===== config.mk =====
export PLATFORM = sky130hd
export DESIGN_NAME = slave_bus_reader
export DESIGN_NICKNAME = d
export VERILOG_FILES = /design/src/rtl/slave_bus_reader.sv
export SDC_FILE = /design/constraint.sdc
export NUM_CORES = 1
export LEC_CHECK = 0
export ABC_AREA = 1
export CAP_MARGIN = 20
export CORE_MARGIN = 2
export CORE_UTILIZATION = 50
export CTS_BUF_LIST = sky130_fd_sc_hd__clkbuf_8
export CTS_CLUSTER_SIZE = 14
export DETAILED_ROUTE_END_ITERATION = 10
export HOLD_SLACK_MARGIN = 0.02
export PLACE_DENSITY = 0.82
export SYNTH_ARGS = -nofsm -noshare
export SYNTH_HDL_FRONTEND = slang
export SYNTH_SLANG_ARGS = --single-unit

===== constraint.sdc =====
create_clock -name clk -period 1.9 [get_ports clk]
set_input_delay 0.19 -clock clk [delete_from_list [all_inputs] [get_ports clk]]
set_output_delay 0.19 -clock clk [all_outputs]
set_load 0.005 [all_outputs]

===== src/rtl/slave_bus_reader.sv =====
// Slave-bus frame reader.
// Round-robin arbitrates among the slave-bus requesters, walks the granted
// requester's buffered frame by address until its end-of-frame marker word,
// streams the payload bytes downstream with source index and frame-end flag,
// and finally pulses sl_latch_tail so the requester retires the frame.
module slave_bus_reader #(
    parameter int NUM_REQ       = 4,
    parameter int SRC_W         = 2,
    parameter int MAX_FRAME_LEN = 256
) (
    input  logic               clk,
    input  logic               rst,
    input  logic [NUM_REQ-1:0] sl_arb_request,
    output logic [NUM_REQ-1:0] sl_arb_grant,
    output logic [8:0]         sl_addr,
    input  logic [8:0]         sl_data,
    input  logic [8:0]         sl_tail,
    output logic               sl_latch_tail,
    output logic [7:0]         out_data,
    output logic               out_valid,
    input  logic               out_ready,
    output logic [SRC_W-1:0]   out_src,
    output logic               out_last,
    output logic               out_err
);

    localparam int CNT_W = $clog2(MAX_FRAME_LEN + 1);

    localparam logic [2:0] ST_IDLE   = 3'd0;
    localparam logic [2:0] ST_LOAD   = 3'd1;
    localparam logic [2:0] ST_READ   = 3'd2;
    localparam logic [2:0] ST_EOF    = 3'd3;
    localparam logic [2:0] ST_RETIRE = 3'd4;

    logic [2:0]         state_r;
    logic [NUM_REQ-1:0] grant_r;
    logic [8:0]         addr_r;
    logic [SRC_W-1:0]   src_r;
    logic [SRC_W-1:0]   rr_r;
    logic [CNT_W-1:0]   cnt_r;
    logic               err_r;
    logic               latch_r;

    logic               pick_found_s;
    logic [SRC_W-1:0]   pick_idx_s;
    logic [NUM_REQ-1:0] pick_grant_s;
    logic               marker_s;
    logic               cnt_full_s;
    logic               valid_s;
    logic               last_s;
    logic               err_s;
    logic [7:0]         data_s;
    logic               xfer_s;
    logic [SRC_W-1:0]   rr_next_s;

    // Round-robin search: first pending request at or above rr_r, wrapping.
    always_comb begin
        int cand;
        cand         = 0;
        pick_found_s = 1'b0;
        pick_idx_s   = {SRC_W{1'b0}};
        for (int i = 0; i < NUM_REQ; i++) begin
            cand = int'(rr_r) + i;
            if (cand >= NUM_REQ) begin
                cand = cand - NUM_REQ;
            end else begin
                cand = cand;
            end
            if (!pick_found_s && sl_arb_request[cand]) begin
                pick_found_s = 1'b1;
                pick_idx_s   = SRC_W'(cand);
            end else begin
                pick_found_s = pick_found_s;
            end
        end
    end

    // One-hot decode of the selected requester index.
    always_comb begin
        pick_grant_s = {NUM_REQ{1'b0}};
        for (int i = 0; i < NUM_REQ; i++) begin
            pick_grant_s[i] = (pick_idx_s == SRC_W'(i));
        end
    end

    // Stream-side beat generation; the marker bit steers the FSM instead of
    // producing a payload beat, and a full counter forces termination.
    always_comb begin
        marker_s   = sl_data[8];
        cnt_full_s = (cnt_r == CNT_W'(MAX_FRAME_LEN));
        valid_s    = 1'b0;
        last_s     = 1'b0;
        err_s      = 1'b0;
        data_s     = 8'h00;
        case (state_r)
            ST_READ: begin
                if (!marker_s && !cnt_full_s) begin
                    valid_s = 1'b1;
                    data_s  = sl_data[7:0];
                end else begin
                    valid_s = 1'b0;
                end
            end
            ST_EOF: begin
                valid_s = 1'b1;
                last_s  = 1'b1;
                err_s   = err_r;
            end
            default: begin
                valid_s = 1'b0;
            end
        endcase
        xfer_s = valid_s & out_ready;
    end

    // Pointer advance past the requester that just finished a frame.
    always_comb begin
        if (src_r == SRC_W'(NUM_REQ - 1)) begin
            rr_next_s = {SRC_W{1'b0}};
        end else begin
            rr_next_s = src_r + SRC_W'(1);
        end
    end

    // Frame sequencer: arbitrate, load start address, walk words, terminate, retire.
    always_ff @(posedge clk or negedge rst) begin
        if (!rst) begin
            state_r <= ST_IDLE;
            grant_r <= {NUM_REQ{1'b0}};
            addr_r  <= 9'd0;
            src_r   <= {SRC_W{1'b0}};
            rr_r    <= {SRC_W{1'b0}};
            cnt_r   <= {CNT_W{1'b0}};
            err_r   <= 1'b0;
            latch_r <= 1'b0;
        end else begin
            case (state_r)
                ST_IDLE: begin
                    if (pick_found_s) begin
                        grant_r <= pick_grant_s;
                        src_r   <= pick_idx_s;
                        state_r <= ST_LOAD;
                    end else begin
                        state_r <= ST_IDLE;
                    end
                end
                ST_LOAD: begin
                    addr_r  <= sl_tail;
                    cnt_r   <= {CNT_W{1'b0}};
                    err_r   <= 1'b0;
                    state_r <= ST_READ;
                end
                ST_READ: begin
                    if (marker_s) begin
                        err_r   <= 1'b0;
                        state_r <= ST_EOF;
                    end else if (cnt_full_s) begin
                        err_r   <= 1'b1;
                        state_r <= ST_EOF;
                    end else if (xfer_s) begin
                        addr_r <= addr_r + 9'd1;
                        cnt_r  <= cnt_r + CNT_W'(1);
                    end else begin
                        state_r <= ST_READ;
                    end
                end
                ST_EOF: begin
                    if (xfer_s) begin
                        latch_r <= 1'b1;
                        state_r <= ST_RETIRE;
                    end else begin
                        state_r <= ST_EOF;
                    end
                end
                ST_RETIRE: begin
                    latch_r <= 1'b0;
                    grant_r <= {NUM_REQ{1'b0}};
                    rr_r    <= rr_next_s;
                    state_r <= ST_IDLE;
                end
                default: begin
                    latch_r <= 1'b0;
                    grant_r <= {NUM_REQ{1'b0}};
                    state_r <= ST_IDLE;
                end
            endcase
        end
    end

    assign sl_arb_grant  = grant_r;
    assign sl_addr       = addr_r;
    assign sl_latch_tail = latch_r;
    assign out_src       = src_r;
    assign out_data      = data_s;
    assign out_valid     = valid_s;
    assign out_last      = last_s;
    assign out_err       = err_s;

endmodule


==> impl_metrics.toml, run 1 <==
[critical_path]
worstSetupStartpointType = "register"
worstPathArrival_ns = 1.61
cpPeakStageDelay_ns = 0.38
critPathBufInv = 3
crit_fanout = 4
end_kind = "primary output"
critical_path_class = "reg -> out"
critical-path-top-delay-family = "buffers and inverters"
slowest_stage = "dfrtp_1"
path_cells = "inv_1, ha_4, nand3_2, nor2_4, inv_2, nand2_2, nor2_1, dlygate4sd2_1"
cp.required_ns = 1.71

[drt]
finalWirelength_um = 5201
drc = 0
drt-initial-drc-count = 183
wire_per_inst_um = 13.00
first_pass_iters = 4
post_drt_via_cell_ratio = 5.110
drtAntennaViolNets = 0
vias = 2044

[cts]
postCtsHoldBufs = 0
cts_made_buffers = 5
h-tree-depth = 2
cts_tree = "built"
insertion_delay_ns = 0.29
cts-root-buf = "clkbuf_8"
clock_path_buffers = 2
clock-sinks = 31
path_clk_slew_ns = 0.07

[grt]
grt_usage_pct = 25.72
antenna_found_initial = 0
grt_overflow = 0
grt_pass1_wl_um = 8714
grt_max_degree = 33
grt_pass1_vias = 2007

[placement]
dp.cells = 388
dp_slack_ns = -0.005006
io_buffers = 51
hpwl_um = 3486
place_congestion = 0.8295

[yosys]
syn_nets = 313
synth_top_family_by_area = "simple AND/OR/NAND/NOR gates"
synth_fa_ha_area_share_pct = 2.514
synth_cell_types = 31
synth-edff-count = 0
synth_seq_cells = 31
yosysWarnings = 0
synthMuxAreaShare_pct = 0
synth-compound-area-share_pct = 13.45
synth_xor_area_share_pct = 0.4400
yosysSeqAreaShare_pct = 38.97
syn-instance-count = 284
avgSynthCellArea_sq_um = 7.009
synthFlopType = "dfrtp_1"
ys_async_sr_fraction_pct = 100.0
syn_area_sq_um = 1991
synthSimpleGateAreaFrac_pct = 35.64

[floorplanning]
die_y_um = 67.10
die_x_um = 67.10
floorplan.initialDensity_pct = 53.18
io_pins = 52
row_count = 22
die_area_sq_um = 4502
fp.coreArea_sq_um = 3744

[sta]
min_period_ns = 1.804
finalHoldViolCount = 0
slew_headroom_pct = 72.59
report.final.slew_viol_count = 0
finalSetupViolations = 0
max_freq_mhz = 554.5
worst_slew_pin_slew_ns = 0.4068
setup_slack_ns = 0.09650
fin_hold_ws_ns = 0.2999
finalClockSkew_ns = 0.007301
period_share_pct = 94.92

[cells_and_area]
final_common_cell = "nand2_1"
register_area_sq_um = 778.2
final_cells = 400
syn_to_final_growth_pct = 41.73
final_cell_mix = "nand2_1, clkdlybuf4s50_1, nor2_1"
fillers = 306
drive_above_1_share_pct = 12.50
diodes = 0
nNetsFinal = 380
multi_input_area_sq_um = 1086

[run_status]
status = "finished clean"

[power_and_ir_drop]
power.leakage_nw = 1.437
vdd_drop_max_mv = 0.9397
pwr_density_cell_nw_per_um2 = 1539

[job]
drv_cap = 0

[worst_hold_path]
min_path_type = "in -> async"
flip-flops by register name (all words and copies together), names as in the netlist:
register	cells
rr_r	2
cnt_r	9
sl_addr	9
sl_arb_grant	4
err_r	1
sl_latch_tail	1
state_r	3
out_src	2
metal layers:
| layer | global-route usage (%) | part of all wire [%] | routed length, um |
|---|---|---|---|
| met1 | 31.44 | 44 | 2287 |
| met2 | 43.56 | 49 | 2564 |
| met3 | 6.588 | 5.4 | 283 |
| met4 | 8.929 | 1.2 | 65 |
| met5 | 0 | 0 | 0 |
cell type report:
class | instances | share of cell area [%]
multi-input cells | 213 | 38.49
flip-flops and latches | 31 | 27.58
repair buffers | 65 | 22.13
inverters | 35 | 4.834
clock buffers | 5 | 2.439
clock inverters | 3 | 2.395
well taps | 48 | 2.129
per-stage QoR:
stage               util [%]  setup TNS (ns)  area [sq um]  total power, mW
floorplan                  -               0          1991            2.549
global placement       69.42               0          2599            3.297
detailed placement     69.42       -0.006394          2599            3.368
CTS                    73.90        -0.09103          2766            4.241
global route           75.37        -0.02297          2821            4.723
finish                 75.37               0          2821            4.343
final timing paths:
kind,to,cells past startpoint,startpoint,slack [ns]
worst max-delay path,out_data[5],8,cnt_r[0],0.1
worst min-delay path,sl_arb_grant[2],2,rst,0.30
worst max register to register,sl_addr[8],10,cnt_r[0],0.19
worst min register to register,sl_arb_grant[1],2,sl_arb_grant[1],0.48
max in group asynchronous,state_r[0],2,rst,1.29
min in group clk,sl_arb_grant[1],2,sl_arb_grant[1],0.48
Yosys cell counts, types with 2 or more instances:
library cell  number  area, sq um
nand2_1           80        300.3
nor2_1            40        150.1
inv_1             33        123.9
dfrtp_1           31        775.7
nand3_1           20        100.1
a21oi_1           19        95.09
o21ai_0           16        80.08
nand3b_1           5        37.54
ha_1               4        50.05
a31oi_1            3        18.77
nor3_1             3        15.01
o21ai_1            3        15.01
buf_4              2        15.01
buf_6              2        22.52
clkbuf_1           2        7.510
nand4_1            2        12.51
nor2_2             2        12.51
nor2_8             2        40.04
o22ai_1            2        12.51
o31ai_1            2        15.01
power by group:
group          switching (mW)  internal, mW
Clock                   0.267         0.523
Combinational            1.34          1.07
Sequential              0.241         0.901
Total                    1.85          2.49
timing repair:
action / 4_1_cts / 5_1_grt
gates cloned: 0 / 1
setup endpoints to repair: 10 / 24
setup buffers: 2 / 2
pin swaps: 1 / 2
gates resized for setup: 15 / 12
kinds of logic (layout without fill, tap and decap cells):
group / Yosys count / in the layout
buffers and inverters: 41 / 108
and+or+nand+nor: 158 / 159
AOI/OAI and AO/OA: 49 / 49
DFF: 31 / 31
adders and majority gates: 4 / 4
xor gates and xnor gates: 1 / 1
(Power assumes the default switching activity.)
==> run 2, diff against run 1 <==
- PLACE_DENSITY: 0.82 -> 0.86
==> impl_metrics.toml, run 2 (same netlist as run 1, synthesis figures left out) <==
[cells_and_area]
multi_input_area_sq_um = 1066
syn_to_final_growth_pct = 39.16
diodes = 0
drive_above_1_share_pct = 14.69
fillers = 299
final_cell_mix = "nand2_1, clkdlybuf4s50_1, nor2_1"
final_common_cell = "nand2_1"
utilization_pct = 74.00
register_area_sq_um = 777.0
final_cells = 402
nNetsFinal = 382

[cts]
cts_tree = "built"
cts-root-buf = "clkbuf_8"
clock_path_buffers = 2
clock-sinks = 31
cts_made_buffers = 5
h-tree-depth = 2
path_clk_slew_ns = 0.07
insertion_delay_ns = 0.28

[floorplanning]
fp.coreArea_sq_um = 3744
die_x_um = 67.10
io_pins = 52
floorplan.initialDensity_pct = 53.18
die_y_um = 67.10
row_count = 22
die_area_sq_um = 4502

[placement]
place_congestion = 0.7772
dp.cells = 388
dp_slack_ns = -0.03877
io_buffers = 51
hpwl_um = 3513

[critical_path]
cp.required_ns = 1.71
crit_fanout = 2
worstSetupStartpointType = "register"
worstPathArrival_ns = 1.63
end_kind = "primary output"
critical_path_class = "reg -> out"

[sta]
setup_tns_ns = 0
finalClockSkew_ns = 0.008896
setup_slack_ns = 0.08069
slew_headroom_pct = 73.02
rsz0062_at_grt = "false"
report.final.slew_viol_count = 0
max_freq_mhz = 549.7
min_period_ns = 1.819
worst_slew_pin_slew_ns = 0.4047
finalHoldViolCount = 0
period_share_pct = 95.75
finalSetupViolations = 0

[worst_hold_path]
min_path_type = "in -> async"

[drt]
drt-initial-drc-count = 155
post_drt_via_cell_ratio = 5.182
vias = 2083
finalWirelength_um = 4977
drtAntennaViolNets = 0
drc = 0
first_pass_iters = 5
wire_per_inst_um = 12.38

[grt]
grt_overflow = 0
antenna_found_initial = 0
grt_max_degree = 33
grt_pass1_wl_um = 8369
grt_usage_pct = 24.74
grt_pass1_vias = 1937

[power_and_ir_drop]
pwr_density_cell_nw_per_um2 = 1498
vdd_drop_max_mv = 0.8980
power.leakage_nw = 1.413

[run_status]
status = "finished clean"

[job]
drv_cap = 0
==> run 2: where the power goes <==
| part | total (mW) | switching, mW | internal, mW |
|---|---|---|---|
| Sequential | 1.12 | 0.222 | 0.900 |
| Combinational | 2.36 | 1.30 | 1.05 |
| Clock | 0.669 | 0.245 | 0.424 |
| Total | 4.15 | 1.77 | 2.38 |
==> run 2: critical path: stages, from the launching register on <==
cell and delay [ns]:
dfrtp_1 0.34, inv_1 0.06, nor2_2 0.12, inv_2 0.08, buf_4 0.14, nor2_4 0.10, clkdlybuf4s50_1 0.51
==> run 2: layer usage <==
metal | GRT usage (%) | up-vias | part of all wire [%]
met5 | 0 | - | 0
met4 | 9.949 | 0 | 2.5
met3 | 6.419 | 13 | 4.5
met2 | 39.98 | 60 | 49
met1 | 31.27 | 955 | 44
li1 | - | 1055 | -
==> run 2: path summary, 6_finish.rpt <==
kind / slack (ns) / cells after the start / from / endpoint
worst min register to register: 0.48 / 2 / sl_arb_grant[1] / sl_arb_grant[1]
min in group clk: 0.47 / 3 / sl_tail[1] / sl_addr[1]
worst min-delay path: 0.30 / 2 / rst / sl_addr[3]
max in group asynchronous: 1.29 / 2 / rst / rr_r[0]
worst max register to register: 0.14 / 11 / cnt_r[1] / cnt_r[5]
worst max-delay path: 0.08 / 6 / state_r[1] / out_last
==> run 2: layout make-up <==
cell class	instances	area share [%]
Clock inverter	2	1.265
Tap cell	48	2.168
Timing Repair Buffer	68	22.22
Inverter	35	4.833
Clock buffer	6	2.981
Multi-Input combinational cell	212	38.48
Sequential cell	31	28.05
==> run 2: through the flow <==
stage | hold slack, ns | power (mW) | instance area (sq um)
floorplan | -0.1056 | 2.549 | 1991
global placement | 0.4646 | 3.295 | 2599
detailed placement | 0.4689 | 3.372 | 2599
CTS | 0.3122 | 4.089 | 2738
global route | 0.3204 | 4.510 | 2770
finish | 0.3041 | 4.149 | 2770
==> run 2: what timing repair did <==
item	in CTS	in global routing
setup buffers	2	4
setup endpoints to repair	10	16
resized for setup	16	21
pin swaps	1	2
hold buffers	0	0
==> run 3, diff against run 2 <==
- CORE_UTILIZATION: 50 -> 65
- DONT_BUFFER_PORTS: unset -> 1
- PLACE_DENSITY: 0.86 -> 0.85
==> impl_metrics.toml, run 3 (same netlist as run 1, synthesis figures left out) <==
[grt]
antenna_found_initial = 0
grt_pass1_wl_um = 6465
grtUsageMet2_pct = 39.72
grt_pass1_vias = 1513
grt_use_met1_pct = 31.69
gr-max-usage-layer = "met2"
grt_max_degree = 33
grtUsageMet3_pct = 6.987
grt_overflow = 0
grt_usage_pct = 24.54

[drt]
drt-initial-drc-count = 115
post_drt_via_cell_ratio = 5.514
first_pass_iters = 5
vias = 1792
finalWirelength_um = 3996
drc = 0
drtAntennaViolNets = 0
wire_per_inst_um = 12.30

[cells_and_area]
syn_to_final_growth_pct = 8.108
final_cell_mix = "nand2_1, nor2_1, inv_1"
diodes = 0
fin_area_sq_um = 2152
final_common_cell = "nand2_1"
utilization_pct = 72.27
nNetsFinal = 320
drive_above_1_share_pct = 7.877

[power_and_ir_drop]
power.leakage_nw = 1.128
pwr_density_cell_nw_per_um2 = 1595
seqPwrFrac_pct = 34.3
clkPwrFrac_pct = 16.4
p_sw_mw = 1.616
internal_power_mw = 1.816
finalPower_mw = 3.432
sw_frac_of_total_pct = 47.08
vdd_drop_max_mv = 1.072
combPwrFrac_pct = 49.3

[run_status]
status = "finished clean"

[critical_path]
critical_path_class = "reg -> out"
cpPeakStageDelay_ns = 0.42
worstSetupStartpointType = "register"
worstPathArrival_ns = 1.52
critPathBufInv = 2
crit_top_cell = "inv_1"
r2r_start = "cnt_r[0]"
crit_fanout = 9
rr_worst_depth = 9
critical-path-top-delay-family = "simple AND/OR/NAND/NOR gates"
slowest_stage = "dfrtp_1"
cp.required_ns = 1.71
ff2ff_setup_slack_ns = 0.22
path_cells = "inv_1, ha_1, nand3_1, nor2_1, inv_1, nand2_2, nand2_1"
rr_endpoint = "cnt_r[8]"
end_kind = "primary output"

[sta]
period_share_pct = 89.99
finalSetupViolations = 0
fin_hold_ws_ns = 0.06240
setup_tns_ns = 0
slew_headroom_pct = 73.34
min_period_ns = 1.710
worst_slew_pin_slew_ns = 0.3957
report.final.slew_viol_count = 0
max_freq_mhz = 584.9
rsz0062_at_grt = "false"
finalHoldViolCount = 0
finalClockSkew_ns = 0.004162

[placement]
place_congestion = 0.8511
io_buffers = 0
placed_area_sq_um = 2009
hpwl_um = 2867

[cts]
clock_path_buffers = 2
insertion_delay_ns = 0.28
cts-root-buf = "clkbuf_8"
clock-sinks = 31
cts_tree = "built"
h-tree-depth = 2
cts_made_buffers = 5
path_clk_slew_ns = 0.06
cts_setup_buffers = 0

[worst_hold_path]
min_path_type = "in -> reg"
worstHoldEndpoint = "sl_addr[5]"
hold_depth = 2
min_from = "sl_tail[5]"

[floorplanning]
die_area_sq_um = 3521
die_y_um = 59.34
row_count = 20
die_x_um = 59.34
io_pins = 52
floorplan.initialDensity_pct = 66.85
fp.coreArea_sq_um = 2978

[job]
drv_cap = 0
[run 3: per-stage QoR]
step           setup WS (ns)  std cells
2_1_floorplan         0.4747        284
3_3_place_gp          0.2194        314
3_5_place_dp          0.2218        314
4_1_cts              0.07193        325
5_1_grt              0.01894        325
6_report              0.1902        325
[run 3: how the worst max path moves through the flow]
stage          slack (ns)        from              end  cells after the start
6_report             0.19    cnt_r[0]        out_valid                      7
5_1_grt              0.02  state_r[2]         cnt_r[5]                     10
4_1_cts              0.07    cnt_r[0]        out_valid                      7
3_5_place_dp         0.22     rr_r[0]  sl_arb_grant[1]                     10
3_3_place_gp         0.22     rr_r[0]  sl_arb_grant[0]                      9
2_1_floorplan        0.47  state_r[2]         cnt_r[2]                     11
[run 3: per-layer routing]
metal  part of all wire [%]  up-vias
met5                      0        -
met4                    1.6        0
met3                    5.7        6
met2                     50       51
met1                     43      803
li1                       -      932
[run 3: repair_timing]
| action | in CTS | in global routing |
|---|---|---|
| endpoints found under the hold margin | 32 | 0 |
| hold buffers | 3 | 0 |
| setup endpoints to repair | 0 | 10 |
| gates resized for setup | 0 | 2 |
[run 3: final cells by class]
class / count / area [sq um]
clock buffers: 7 / 96.34
clock inverters: 1 / 3.754
fillers: 230 / 825.8
inverters: 35 / 133.9
multi-input cells: 212 / 1039
flip-flops and latches: 31 / 775.7
well taps: 33 / 41.29
repair buffers: 6 / 62.56
[run 3: power by group through the flow]
stage	clock network, mW	logic, mW	registers (mW)
floorplan	0	1.44	1.11
global placement	0	1.62	1.17
detailed placement	0	1.67	1.18
CTS	0.582	1.70	1.17
global route	0.605	1.95	1.22
finish	0.563	1.69	1.18
[run 3: worst reg2reg max path, delay by kind of cell (launching register included)]
| kind | cells | cell delay, ns |
|---|---|---|
| simple gates | 5 | 0.59 |
| fa+ha+maj | 1 | 0.15 |
| buf+inv | 2 | 0.18 |
| compound gates | 1 | 0.21 |
| flops | 1 | 0.42 |
==> RTL change 1: new RTL, config.mk and constraints of run 1 <==
Change the parameter `NUM_REQ` from 4 to 8.
--- a/src/rtl/slave_bus_reader.sv
+++ b/src/rtl/slave_bus_reader.sv
@@ -4,7 +4,7 @@
 // streams the payload bytes downstream with source index and frame-end flag,
 // and finally pulses sl_latch_tail so the requester retires the frame.
 module slave_bus_reader #(
-    parameter int NUM_REQ       = 4,
+    parameter int NUM_REQ       = 8,
     parameter int SRC_W         = 2,
     parameter int MAX_FRAME_LEN = 256
 ) (
Interface: changed (resized sl_arb_grant and sl_arb_request); port bits go from 52 to 60. The function was not compared with the original's and may differ.
==> RTL change 1 against run 1 <==
Global-route usage rose by 1.8 points. Sequential cell count stayed put. Via count rose by 34%. Clock power decreased by 36%. Sequential power barely moved. First-iteration DRC count increased by 17%. Wire length increased by 57%. Final area up 30%. Setup slack got worse by 0.29 ns. Utilization grew 8.7 points. Synthesized area up 13%. Power rose by 48%. Register-to-register slack worse by 0.37 ns. The run now ends with negative setup slack left.
==> RTL change 1: results <==
export IMPL_io_buffers=59
export IMPL_setup_viol_count_final=34
export IMPL_drt_pass1_iterations=6
export IMPL_violations="negative setup slack"
export IMPL_ys_seq_area_frac=0.345
export IMPL_pre_cts_ws_ns=-0.0938
export IMPL_fin_tns_setup_ns=-3.09
export IMPL_placed_cell_area_sq_mm=0.00306
export IMPL_seq_power_uw=1140
export IMPL_syn_nets=359
export IMPL_rrSetupSlack_ns=-0.18
export IMPL_ff2ff_path_depth=15
export IMPL_hold_slack_ns=0.287
export IMPL_fin_worst_skew_ns=0.00354
export IMPL_place_inst=450
export IMPL_drt_initial_drc_count=215
export IMPL_vias_per_cell=5.73
export IMPL_layout_drive_gt1_share=0.363
export IMPL_endpoint="out_data[0]"
export IMPL_clkPwrFrac=0.079
export IMPL_synth_avg_cell_area_sq_um=6.94
export IMPL_grt_pass1_vias=2542
export IMPL_peakVddDrop_uv=1040
export IMPL_drt_total_wl_mm=8.17
export IMPL_pg_clk_uw=507
export IMPL_grt_start_max_net_pins=32
export IMPL_grt_total_usage=0.275
export IMPL_grt_pass1_wl_mm=11.1
export IMPL_globalplace_congestion=0.933
export IMPL_synth_cell_types=32
export IMPL_status="finished, violations left"
export IMPL_relSlewSlack=0.672
export IMPL_p_int_uw=3250
export IMPL_r2r_end="cnt_r[7]"
export IMPL_vias=2743
export IMPL_nets=461
export IMPL_async_flop_share=1.00
export IMPL_antenna_found_initial=0
export IMPL_synth_area_leaders="dfrtp_1, nand2_1, nand3_1, inv_1, nor2_1"
export IMPL_cts_max_path_buffers=2
export IMPL_synth_common_cells="nand2_1, inv_1, nor2_1"
export IMPL_place_hpwl_mm=4.47
export IMPL_fin_ws_ns=-0.189
==> RTL change 1: worst max-delay path: stages, from the launching register on <==
cell and delay, ns:
dfrtp_1 0.39, inv_2 0.09, ha_4 0.12, nand2_2 0.07, nor3_2 0.22, nand3_1 0.12, nand2_2 0.13, nor2_4 0.06
buf_6 0.12, clkinv_4 0.04, buf_6 0.10, nor2_1 0.04, buf_2 0.12
==> RTL change 1: cells by family after synthesis <==
kind of cell,share of synthesized area
and+or+nand+nor,0.380
AOI/OAI and AO/OA,0.109
xor gates and xnor gates,0.0195
DFF,0.345
buffers and inverters,0.114
adders and majority gates,0.0334
==> RTL change 1: layout make-up <==
type / count / area, sq um
Multi-Input combinational cell: 233 / 1560
Timing Repair Buffer: 105 / 971
Sequential cell: 31 / 776
Fill cell: 214 / 692
Inverter: 49 / 199
Clock buffer: 5 / 68.8
Tap cell: 52 / 65.1
Clock inverter: 3 / 12.5
Timing Repair inverter: 1 / 6.26
==> RTL change 1: worst min-delay path by stage <==
stage	cells after the start	to	slack, ns	from
4_1_cts	2	err_r	0.31	rst
3_3_place_gp	2	sl_latch_tail	0.51	sl_latch_tail
6_report	2	sl_arb_grant[3]	0.29	rst
3_5_place_dp	2	sl_latch_tail	0.50	sl_latch_tail
2_1_floorplan	0	cnt_r[0]	-0.11	rst
5_1_grt	2	sl_arb_grant[3]	0.34	rst
==> RTL change 1: timing repair <==
item | 4_1_cts | 5_1_grt
setup buffers | 12 | 7
pin swaps | 8 | 25
endpoints found under the hold margin | 0 | 0
setup endpoints to repair | 18 | 35
gates cloned | 1 | 3
resized for setup | 69 | 67
==> RTL change 1: metal layers <==
metal,vias up,routed length (um),global-route usage
met4,0,383,0.117
li1,1261,-,-
met2,137,4210,0.479
met3,40,440,0.0456
met5,-,0,0
met1,1305,3130,0.336
==> RTL change 2: new RTL, settings of run 1 <==
Without the edit above. Register the output `out_err`, cleared by the reset; this adds one clock of latency there. The other outputs are not delayed to match.
--- a/src/rtl/slave_bus_reader.sv
+++ b/src/rtl/slave_bus_reader.sv
@@ -194,7 +194,13 @@
     assign out_data      = data_s;
     assign out_valid     = valid_s;
     assign out_last      = last_s;
-    assign out_err       = err_s;
+    always_ff @(posedge clk or negedge rst) begin
+        if (!rst) begin
+            out_err <= '0;
+        end else begin
+            out_err <= err_s;
+        end
+    end
 
 endmodule
 
Behaviour: same outputs for any inputs over 10 cycles, from zero or initial values and one cycle with rst low; that may be too few to reach the edited logic, so the function may still have changed.
==> RTL change 2 against run 1 <==
Utilization is 1.9 points lower. Setup slack got worse by 0.038 ns. Synthesized area grew 7.7%. Die area up 7.2%. Final area increased by 5.7%. Power shrank 4.5%. Sequential cell count is 1 higher. Combinational power rose by 2%. Largest cell class unchanged. Wire length grew 9.8%.
==> RTL change 2: results <==
export IMPL_status="complete, no violations"
export IMPL_cp_arrival_ns=1.65
export IMPL_place_hpwl_mm=3.93
export IMPL_layout_drive_gt1_share=0.174
export IMPL_drt_initial_drc_count=235
export IMPL_worstMarginPinSlew_ns=0.410
export IMPL_ys_seq_area_frac=0.374
export IMPL_synth_top_flop_cell="dfrtp_1"
export IMPL_vias_per_cell=5.08
export IMPL_synth_yosys_warnings=0
export IMPL_cts_max_path_buffers=2
export IMPL_endpoint="out_data[4]"
export IMPL_drc_errors=0
export IMPL_synth_cell_types=34
export IMPL_routedWlPerCell_um=13.1
export IMPL_rrSetupSlack_ns=0.18
export IMPL_p_leak_uw=0.00156
export IMPL_startpoint="state_r[1]"
export IMPL_synth_area_leaders="dfrtp_1, nand2_1, nand3_1, inv_1, nor2_1"
export IMPL_root_buffer="clkbuf_8"
export IMPL_rows=23
export IMPL_grt_overflow_total=0
export IMPL_htree_levels=2
export IMPL_grt_start_max_net_pins=33
export IMPL_r2r_end="cnt_r[8]"
export IMPL_wl_met3_um=367
export IMPL_top_layer_used="met4"
export IMPL_wl_met2_mm=2.85
export IMPL_fillCellCount=316
export IMPL_antenna_found_initial=0
export IMPL_clk_latency_ns=0.29
export IMPL_synth_common_cells="nand2_1, nand3_1, dfrtp_1"
export IMPL_cts_inserted_buffers=5
export IMPL_crit_fanout=4
export IMPL_path_clk_slew_ns=0.07
export IMPL_ff2ff_path_depth=9
export IMPL_globalplace_congestion=0.886
export IMPL_grt_total_usage=0.251
export IMPL_placed_cell_area_sq_mm=0.00279
export IMPL_place_inst=419
export IMPL_hold_class="in -> async"
export IMPL_async_flop_share=1.00
export IMPL_hold_slack_ns=0.302
export IMPL_wl_met1_mm=2.44
export IMPL_drt_pass1_iterations=6
export IMPL_fin_worst_skew_ns=0.00705
export IMPL_nets=414
export IMPL_grt_pass1_wl_mm=9.72
export IMPL_antenna_cells=0
export IMPL_synth_avg_cell_area_sq_um=6.94
export IMPL_peakVddDrop_uv=1070
export IMPL_vias=2217
export IMPL_regToRegStartpoint="cnt_r[0]"
export IMPL_syn_nets=338
export IMPL_io_buffers=51
==> RTL change 2: cell count changes after synthesis, sizes merged, moves of 2 or more <==
cell and change:
a21oi -14, a31oi -2, buf +2, nand2 +35
nand3 +14, nand4 +2, nor2 -9, o21ai -11
o22ai -2, o31ai +2, or2 +2, xnor2 +2
xor2 +3
==> RTL change 2: routing by layer <==
layer,global-route usage,vias to the layer above
met5,0,-
met4,0.0632,0
met3,0.0669,6
met2,0.415,76
met1,0.327,1007
li1,-,1128
==> RTL change 2: layout make-up <==
class                   count  area share
clock inverters             2     0.00336
inverters                  35      0.0441
clock buffers               6      0.0277
well taps                  50      0.0210
flip-flops and latches     32       0.269
repair buffers             76       0.235
multi-input cells         235       0.399
==> RTL change 2: cell families (layout without fill, tap and decap cells) <==
| group | Yosys count | in the layout | share of synthesized area |
|---|---|---|---|
| and+or+nand+nor | 204 | 205 | 0.433 |
| adders and majority gates | 4 | 4 | 0.0234 |
| xor gates and xnor gates | 6 | 6 | 0.0245 |
| buffers and inverters | 43 | 119 | 0.0905 |
| AOI/OAI and AO/OA | 20 | 20 | 0.0555 |
| DFF | 32 | 32 | 0.374 |
==> RTL change 2: stage by stage <==
stage	total power [uW]	utilization	setup slack, ns
after floorplan	2600	-	0.468
after global placement	3380	0.689	0.0985
after detailed placement	3460	0.689	0.0125
after CTS	4070	0.725	-0.109
after global routing	4500	0.735	-0.0131
final	4150	0.735	0.0581
==> RTL change 2: critical path, cell delays in order (launching register included) <==
cell and delay (ns):
dfrtp_1 0.38, inv_2 0.06, nor2_4 0.12, inv_2 0.07
nor2_8 0.08, inv_2 0.05, nor2_4 0.18, nand2_4 0.08
buf_4 0.14, nor2_2 0.09, clkbuf_2 0.12
==> RTL change 2: where the power goes <==
part	internal, uW	switching [uW]	total, uW
Combinational	1090	1370	2460
Sequential	911	237	1150
Clock	289	253	541
Total	2290	1860	4150
==> RTL change 2: repair_timing <==
| action | in CTS | in global routing |
|---|---|---|
| cloned | 1 | 0 |
| setup endpoints to repair | 9 | 14 |
| gates resized for setup | 11 | 22 |
| pin swaps | 2 | 4 |
| setup buffers | 7 | 1 |
==> RTL change 2: worst min path at each step <==
| stage | from | end |
|---|---|---|
| floorplan | rst | cnt_r[0] |
| global placement | sl_arb_grant[1] | sl_arb_grant[1] |
| detailed placement | sl_arb_grant[0] | sl_arb_grant[0] |
| CTS | rst | sl_arb_grant[1] |
| global route | rst | sl_arb_grant[1] |
| finish | rst | sl_arb_grant[1] |
